$ cat config.mk
export PLATFORM = sky130hd
export DESIGN_NAME = hash_entry_ram
export DESIGN_NICKNAME = d
export VERILOG_FILES = /design/src/rtl/hash_table_checker_hash_entry_ram.sv
export SDC_FILE = /design/constraint.sdc
export NUM_CORES = 1
export LEC_CHECK = 0
export BUFFER_PORTS_ARGS = -buffer_cell sky130_fd_sc_hd__buf_2
export CORE_MARGIN = 4
export CORE_UTILIZATION = 30
export DETAILED_ROUTE_END_ITERATION = 6
export HOLD_SLACK_MARGIN = 0.02
export PLACE_DENSITY_LB_ADDON = 0.15
export SLEW_MARGIN = 10
export SYNTH_ARGS = -nofsm -noshare
export SYNTH_HDL_FRONTEND = slang
export SYNTH_SLANG_ARGS = --single-unit
$ cat constraint.sdc
create_clock -name clk -period 17.3 [get_ports clk]
set_input_delay 3.46 -clock clk [delete_from_list [all_inputs] [get_ports clk]]
set_output_delay 3.46 -clock clk [all_outputs]
set_load 0.02 [all_outputs]
$ cat src/rtl/hash_table_checker_hash_entry_ram.sv
`default_nettype none
// +----------------------------------------------------------------------+
// | hash_entry_ram                                                       |
// | DEPTH x HASH_W register array, synchronous write, async read.        |
// | Rev 1.0                                                              |
// +----------------------------------------------------------------------+
module hash_entry_ram #(
    parameter int DEPTH  = 8,
    parameter int HASH_W = 128,
    parameter int IDX_W  = $clog2(DEPTH)
) (
    input  logic              clk,
    input  logic              we,
    input  logic [IDX_W-1:0]  waddr,
    input  logic [HASH_W-1:0] wdata,
    input  logic [IDX_W-1:0]  raddr,
    output logic [HASH_W-1:0] rdata
);

    // Contents deliberately have no reset; validity is tracked by the entry count.
    logic [HASH_W-1:0] r_mem [DEPTH];

    always_ff @(posedge clk) begin
        if (we) begin
            r_mem[waddr] <= wdata;
        end
    end

    assign rdata = r_mem[raddr];

endmodule
`default_nettype wire

==> reports/metrics.csv, run 1 <==
stage;metric;value;unit
die;die_y;369;um
routing;met1Wirelength;38100;um
timing;fin_crit_sh;58.9;%
clock_network;cts-htree-levels;3;
routing;drt_iter0_markers;1081;
yosys;synth_top_area_share;78.9;%
clock_network;cts_tree;built;
final_layout;top_register;r_mem;
die;dieArea;136000;um2
timing;worst_slew_pin_slew;970;ps
global_routing;grt_pass1_wl;130000;um
critical_path;cp.required;13840;ps
die;num_rows;132;
timing;rsz0062_at_grt;false;
routing;highest_layer;met5;
routing;wl_met2;43900;um
timing;fmax;0.0982;GHz
clock_network;cts_root_buf;clkbuf_16;
clock_network;ctsHoldBuffers;0;
placement;hpwlAfterDp;47100;um
clock_network;cts_made_buffers;110;
global_routing;grtUsageTotal;13.1;%
timing;hold_violations;0;
die;core_area;129000;um2
critical_path;arrival;6730;ps
critical_path;critPathMostFrequentCell;buf_4;
yosys;synth_top_cell_by_area;edfxtp_1;
routing;drc;0;
clock_network;cts_buffer_depth;3;
critical_path;criticalPathCategory;in -> out;
die;die_w;369;um
final_layout;nets;1966;
timing;relSlewSlack;35.3;%
critical_path;cpMaxStageDelayCell;buf_4;
final_layout;drive_gt1_share;40.0;%
global_routing;grt_pass1_vias;18400;
routing;via_count;16800;
yosys;synth_cell_types;17;
clock_network;clkSlewWorstSetupHoldPaths;60;ps
power;power_density;120;nW/um2
routing;drtPass1Iterations;5;
run_status;status;finished clean;
yosys;syn-num-nets;1628;
die;ios;264;
final_layout;largest_reg_flops;1024;
final_layout;area_growth;17.2;%
critical_path;startpoint_type;primary input;
critical_path;crit_chain;buf_8 -> buf_4 -> buf_4 -> mux4_1 -> mux2_2 -> buf_2;
final_layout;top_regs;r_mem (1024);
critical_path;slowest_delay;850;ps
critical_path;end_kind;output pin;
job;maxCapViolCount;0;
timing;finalSetupTns;0;ps
yosys;yosys_warnings;0;
yosys;netlist_area;39000;um2
global_routing;grt_antenna_before_repair;21;
clock_network;cts_resized;0;
yosys;ys_top_cells_by_area;edfxtp_1 (79%), mux4_2 (11%), mux4_1 (4.9%), mux2_2 (3.7%), buf_8 (0.73%);
global_routing;grt_max_degree;98;
clock_network;postCtsSetupRepairBufs;0;
routing;wl_per_cell;24.2;um
timing;period_minus_slack;10190;ps
yosys;postSynthAreaPerCell;26.1;um2
routing;ant_nets;0;
timing;drv_slew;0;
yosys;netlist_instances;1492;
power;power;0.00546;W
yosys;yosysSeqAreaShare;78.9;%
placement;io_buffers;263;
hold_path;hp-class;in -> reg;
routing;wirelength;88800;um
final_layout;fillers;11900;
placement;place_congestion;0.663;
power;ir_drop;77.5;uV
die;initial_core_util;30.2;%
critical_path;crit_fanout;88;
clock_network;clkSinkCount;1024;
timing;setup_viol;0;
routing;vias_per_cell;4.59;
global_routing;grt_overflow;0;
power;total_leakage_power;14.7;nW
routing;route.met3.wl;4860;um
yosys;ys_ff_latch;1024;
## cell usage in the layout, fill, tap and decap left out, drive strengths merged
cell and instances:
buf 297, bufinv 11, clkbuf 138, clkinv 48, clkinvlp 2, diode 4, edfxtp 1024, inv 3
mux2 128, mux4 256, nand2 2, nand2b 3, nor2 6, nor3 2
## critical path: cells and delay by family
| family | cells | cell delay [ps] |
|---|---|---|
| muxes | 2 | 720 |
| buffers and inverters | 4 | 2350 |
## routing by layer
| metal | vias up | track usage, % |
|---|---|---|
| met4 | 14 | 3.83 |
| met1 | 9101 | 16.8 |
| met2 | 355 | 21.7 |
| met3 | 143 | 3.45 |
| li1 | 7229 | - |
| met5 | - | 0 |
## layout make-up
type	instances	area [um2]	share of cell area, %
sequential	1024	30700	67.3
multi-input combinational	397	7590	16.6
clock buffer	138	2920	6.39
tap	1742	2180	4.77
timing repair buffer	297	1620	3.55
clock inverter	64	612	1.34
antenna	4	10.0	0.0219
## power by group
group          internal (W)  switching [W]  total (W)
combinational      0.000137       0.000198   0.000336
sequential          0.00282      0.0000158    0.00283
clock               0.00135       0.000942    0.00230
total               0.00431        0.00116    0.00546
## synthesized netlist by cell type (all sizes together)
master	n
nand2b	3
nand2	2
clkbuf	26
nor2	6
buf	45
mux2	128
edfxtp	1024
nor3	2
mux4	256
## final timing paths
check | end | from | slack, ps | cells after the start
max | rdata[69] | raddr[2] | 7110 | 6
min | r_mem[0][25] | wdata[25] | 3010 | 1
## per-stage QoR
| step | hold slack, ps | cell area [um2] | std cells | utilization [%] | setup slack (ps) |
|---|---|---|---|---|---|
| after floorplan | 3560 | 39000 | 1492 | - | 4230 |
| final | 3010 | 45700 | 3666 | 35.3 | 7110 |
| after global placement | 3720 | 42100 | 3460 | 32.6 | 6980 |
| after detailed placement | 3740 | 42100 | 3460 | 32.6 | 6970 |
| after global routing | 2960 | 45700 | 3662 | 35.3 | 6830 |
| after CTS | 2930 | 45700 | 3662 | 35.3 | 6960 |
## logic make-up after synthesis
group / synth area share [%]
flip-flops: 78.9
multiplexers: 19.2
buffers and inverters: 1.81
AND/OR/NAND/NOR: 0.151
Power figures use the tool's default switching activity.
==> inputs of run 2 (changes only) <==
==> constraint.sdc (replaced) <==
create_clock -name clk -period 10.6 [get_ports clk]
set_input_delay 2.12 -clock clk [delete_from_list [all_inputs] [get_ports clk]]
set_output_delay 2.12 -clock clk [all_outputs]
set_load 0.02 [all_outputs]
==> run 2 against run 1 <==
  * Die area is the same
  * Sequential share of layout area shrank 0.064 points
  * Worst hold slack lost 1400 ps
  * Clock power grew 63%
  * Clock-buffer cell count shrank 13
  * Critical path depth shrank 1
  * Global-route usage shrank 0.056 points
  * Power grew 63%
  * Setup slack lost 3300 ps
  * Cell count shrank 0.11%
  * Final area is essentially flat
==> reports/metrics.csv, run 2 (synthesis gave the netlist of run 1 again) <==
stage;metric;value;unit;change
clock_network;cts_buffer_depth;3;;unchanged
timing;drv_slew;0;;unchanged
placement;hpwlAfterDp;44800;um;-4.8%
die;core_area;129000;um2;unchanged
routing;drt_iter0_markers;994;;-8.0%
clock_network;cts_made_buffers;111;;+0.91%
placement;io_buffers;263;;unchanged
global_routing;grt_pass1_wl;129000;um;-1.0%
critical_path;startpoint_type;primary input;;
die;initial_core_util;30.2;%;unchanged
clock_network;cts_resized;0;;unchanged
clock_network;cts-htree-levels;3;;unchanged
timing;rsz0062_at_grt;false;;
critical_path;startpoint;raddr[0];;
final_layout;fillers;11900;;+0.23%
final_layout;instances_no_fill;3662;;-0.11%
critical_path;end_kind;output pin;;
final_layout;drive_gt1_share;40.1;%;+0.14 points
global_routing;grt_antenna_before_repair;22;;+4.8%
timing;relSlewSlack;29.9;%;-5.5 points
critical_path;criticalPathCategory;in -> out;;
final_layout;top_register;r_mem;;
clock_network;clkSlewWorstSetupHoldPaths;60;ps;about the same
timing;fin_crit_sh;64.4;%;
die;die_y;369;um;unchanged
placement;place_congestion;0.662;;-0.24%
clock_network;cts_root_buf;clkbuf_16;;
timing;fmax;0.146;GHz;
critical_path;arrival;4710;ps;-2020 ps
routing;wirelength;88000;um;-0.93%
global_routing;grtUsageTotal;13.0;%;-0.056 points
power;ir_drop;148;uV;+91%
critical_path;cpMaxStageDelayCell;buf_8;;
critical_path;cp_num_buf_inv;3;;-1
timing;setup_viol;0;;unchanged
clock_network;postCtsSetupRepairBufs;0;;unchanged
hold_path;hp-start;wdata[62];;
power;total_leakage_power;14.7;nW;about the same
clock_network;cts_tree;built;;
global_routing;grt_overflow;0;;unchanged
run_status;status;finished clean;;
placement;placed_cells;3454;;-0.17%
routing;drc;0;;unchanged
die;num_rows;132;;unchanged
final_layout;top_regs;r_mem (1024);;
hold_path;hp-class;in -> reg;;
global_routing;grt_max_degree;127;;+30%
timing;worst_slew_pin_slew;1050;ps;+79.5 ps
routing;wl_per_cell;24.0;um;-0.82%
die;dieArea;136000;um2;unchanged
clock_network;ctsHoldBuffers;0;;unchanged
timing;finalSetupTns;0;ps;unchanged
routing;ant_nets;0;;unchanged
die;ios;264;;unchanged
final_layout;nets;1961;;-0.25%
global_routing;grt_pass1_vias;18500;;+0.63%
critical_path;cp_top_family;buffers and inverters;;
final_layout;layout.cells.most_common;edfxtp_1;;
routing;vias_per_cell;4.57;;-0.43%
final_layout;final_cell_mix;edfxtp_1 (1024), buf_2 (260), mux4_2 (184), mux2_2 (128), clkbuf_16 (111);;
routing;via_count;16800;;-0.53%
critical_path;cp.required;8480;ps;-5360 ps
critical_path;crit_chain;buf_8 -> buf_12 -> mux4_1 -> mux2_2 -> buf_2;;
clock_network;clkSinkCount;1024;;unchanged
job;maxCapViolCount;0;;unchanged
die;die_w;369;um;unchanged
final_layout;area_growth;17.3;%;about the same
routing;drtPass1Iterations;4;;-1
final_layout;largest_reg_flops;1024;;unchanged
power;power_density;195;nW/um2;+63%
timing;period_minus_slack;6830;ps;
critical_path;crit_fanout;81;;-8.0%
timing;hold_violations;0;;unchanged
critical_path;slowest_delay;720;ps;-130 ps
run 2: changes by cell type in the layout (fill, tap and decap cells not counted), moves of 3 or more:
cell        change
clkbuf_1       -11
buf_4          -10
diode_2         +5
buf_12          +4
clkinv_1        +3
clkinv_16       +3
clkinvlp_4      +3
run 2: metrics by stage:
step	hold WS, ps	cell area [um2]	total power, W	util (%)	worst slack (ps)
3_3_place_gp	2380	42200	0.00526	32.6	3660
3_5_place_dp	2390	42200	0.00527	32.6	3660
2_1_floorplan	2220	39000	0.00506	-	2330
5_1_grt	1590	45700	0.00928	35.3	3510
4_1_cts	1550	45700	0.00906	35.3	3650
6_report	1650	45700	0.00890	35.4	3770
run 2: final timing paths:
kind / end / slack, ps / cells after the start
worst max-delay path: rdata[62] / 3770 / 5
worst min-delay path: r_mem[1][62] / 1650 / 1
run 2: layout make-up:
type                            count  area [um2]  share of cell area (%)
Multi-Input combinational cell    397        7600                    16.6
Clock buffer                      125        2830                    6.19
Timing Repair Buffer              291        1630                    3.56
Sequential cell                  1024       30700                    67.2
Clock inverter                     74         717                    1.57
Tap cell                         1742        2180                    4.77
Antenna cell                        9        22.5                  0.0492
run 2: routing by layer:
layer	vias to the layer above	GRT usage (%)	wire length [um]	part of all wire, %
met5	-	0	59	0.067
met4	8	3.92	1750	2.0
met3	120	3.84	5670	6.4
met2	347	22.2	44100	50
met1	9067	16.0	36500	41
li1	7210	-	-	-
run 2: where the power goes:
part           total [W]  switching, W  internal, W
sequential       0.00462     0.0000251      0.00460
clock            0.00374       0.00158      0.00216
combinational   0.000546      0.000322     0.000224
total            0.00890       0.00192      0.00698
==> inputs of run 3 (changes only) <==
==> constraint.sdc (replaced) <==
create_clock -name clk -period 6 [get_ports clk]
set_input_delay 1.2 -clock clk [delete_from_list [all_inputs] [get_ports clk]]
set_output_delay 1.2 -clock clk [all_outputs]
set_load 0.02 [all_outputs]
==> run 3 against run 2 <==
  * Critical path depth unchanged
  * Non-clock buffer count is 18 higher
  * Sequential share of layout area is 0.44 points lower
  * Sequential power increased by 77%
  * Final area up 0.65%
  * Clock power grew 74%
  * Via count up 1.3%
  * Die area stayed put
  * Utilization up 0.23 points
  * Global-route usage rose by 0.088 points
==> reports/metrics.csv, run 3 (synthesis gave the netlist of run 1 again) <==
stage;metric;value;unit;change
job;maxCapViolCount;0;;unchanged
final_layout;top_register;r_mem;;
power;p_switching;0.00337;W;+75%
critical_path;slowest_delay;590;ps;-130 ps
clock_network;cts_resized;0;;unchanged
routing;wl_per_cell;24.1;um;+0.12%
die;num_rows;132;;unchanged
die;core_area;129000;um2;unchanged
final_layout;instances_no_fill;3692;;+0.82%
power;pwr-share-clk;41.5;%;-0.5 points
final_layout;top_regs;r_mem (1024);;
power;power;0.0156;W;+76%
placement;hpwlAfterDp;47800;um;+6.7%
placement;placed_cells;3472;;+0.52%
critical_path;crit_fanout;58;;-28%
critical_path;cp.required;4800;ps;-3680 ps
timing;fin_crit_sh;75.1;%;
routing;drtPass1Iterations;5;;+1
critical_path;startpoint_type;primary input;;
final_layout;area_growth;18.0;%;
placement;place_congestion;0.673;;+1.7%
final_layout;largest_reg_flops;1024;;unchanged
power;power_density;340;nW/um2;+75%
routing;drc;0;;unchanged
die;die_w;369;um;unchanged
clock_network;postCtsSetupRepairBufs;0;;unchanged
die;initial_core_util;30.2;%;unchanged
routing;wirelength;88800;um;+0.94%
clock_network;ctsHoldBuffers;0;;unchanged
critical_path;arrival;3310;ps;-1400 ps
clock_network;cts_made_buffers;113;;+1.8%
global_routing;grt_overflow;0;;unchanged
power;total_leakage_power;14.8;nW;+0.74%
timing;setup_viol;0;;unchanged
timing;rsz0062_at_grt;false;;
timing;hold_violations;0;;unchanged
timing;period_minus_slack;4510;ps;
critical_path;end_kind;output pin;;
routing;ant_nets;0;;unchanged
routing;vias_per_cell;4.60;;+0.50%
global_routing;grt_max_degree;100;;-21%
timing;fmax;0.222;GHz;
power;pwr-share-seq;52.2;%;+0.3 points
timing;drv_slew;0;;unchanged
global_routing;grt_pass1_vias;18600;;+0.48%
run_status;status;finished clean;;
global_routing;grt_pass1_wl;130000;um;+1.2%
routing;via_count;17000;;+1.3%
power;power_frac_comb;6.3;%;+0.2 points
die;dieArea;136000;um2;unchanged
clock_network;cts_buffer_depth;3;;unchanged
power;internal_power;0.0123;W;+76%
final_layout;nets;1981;;+1.0%
final_layout;layout.cells.most_common;edfxtp_1;;
clock_network;clkSinkCount;1024;;unchanged
power;ir_drop;214;uV;+45%
routing;drt_iter0_markers;981;;-1.3%
clock_network;cts_tree;built;;
placement;io_buffers;263;;unchanged
hold_path;hp-class;in -> reg;;
global_routing;grt_antenna_before_repair;29;;+32%
clock_network;clkSlewWorstSetupHoldPaths;60;ps;about the same
power;p_sw_share;21.5;%;-0.088 points
clock_network;cts-htree-levels;3;;unchanged
final_layout;final_cell_mix;edfxtp_1 (1024), buf_2 (260), mux4_2 (184), mux2_2 (128), clkbuf_16 (115);;
die;die_y;369;um;unchanged
timing;relSlewSlack;31.2;%;+1.4 points
critical_path;crit_chain;buf_8 -> buf_12 -> mux4_1 -> mux2_2 -> buf_2;;
timing;worst_slew_pin_slew;1030;ps;-21.3 ps
clock_network;cts_root_buf;clkbuf_16;;
die;ios;264;;unchanged
critical_path;criticalPathCategory;in -> out;;
final_layout;drive_gt1_share;40.0;%;-0.16 points
global_routing;grtUsageTotal;13.1;%;+0.088 points
critical_path;cpMaxStageDelayCell;mux4_1;;
[run 3: per-layer routing]
metal  vias to the layer above  global-route usage, %  wire (um)  share of wire [%]
li1                       7303                      -          -                  -
met1                      9111                   16.3      36700                 41
met2                       374                   22.5      44800                 50
met3                       171                   3.68       5300                6.0
met4                        14                   3.32       1960                2.2
met5                         -                      0         90               0.10
[run 3: power by group through the flow]
| stage | Sequential, W | Combinational [W] | Clock, W |
|---|---|---|---|
| 2_1_floorplan | 0.00832 | 0.000620 | 0 |
| 3_3_place_gp | 0.00830 | 0.00102 | 0 |
| 3_5_place_dp | 0.00832 | 0.00103 | 0 |
| 4_1_cts | 0.00817 | 0.00103 | 0.00673 |
| 5_1_grt | 0.00818 | 0.00108 | 0.00704 |
| 6_report | 0.00816 | 0.000993 | 0.00649 |
[run 3: cell type report]
type	count	area [um2]
Antenna cell	9	22.5
Clock buffer	138	2960
Clock inverter	73	534
Fill cell	11900	83300
Multi-Input combinational cell	397	7600
Sequential cell	1024	30700
Tap cell	1742	2180
Timing Repair Buffer	309	1980
[run 3: metrics by stage]
| stage | setup TNS (ps) | hold WS (ps) | utilization, % | setup WS, ps | area (um2) |
|---|---|---|---|---|---|
| CTS | 0 | 659 | 35.6 | 1430 | 46000 |
| global placement | 0 | 1450 | 32.9 | 1430 | 42500 |
| finish | 0 | 748 | 35.6 | 1490 | 46000 |
| detailed placement | 0 | 1470 | 32.9 | 1440 | 42500 |
| floorplan | -1122870 | 1300 | - | -1350 | 39000 |
| global route | 0 | 677 | 35.6 | 1350 | 46000 |
[run 3: worst paths after layout]
path / cells past startpoint / start / endpoint / slack (ps)
worst min-delay path: 1 / wdata[65] / r_mem[7][65] / 750
worst max-delay path: 5 / raddr[0] / rdata[38] / 1490
[run 3: worst max-delay path: cells and delay by family]
| kind | cells | cell delay [ps] |
|---|---|---|
| buffers and inverters | 3 | 1070 |
| multiplexers | 2 | 890 |
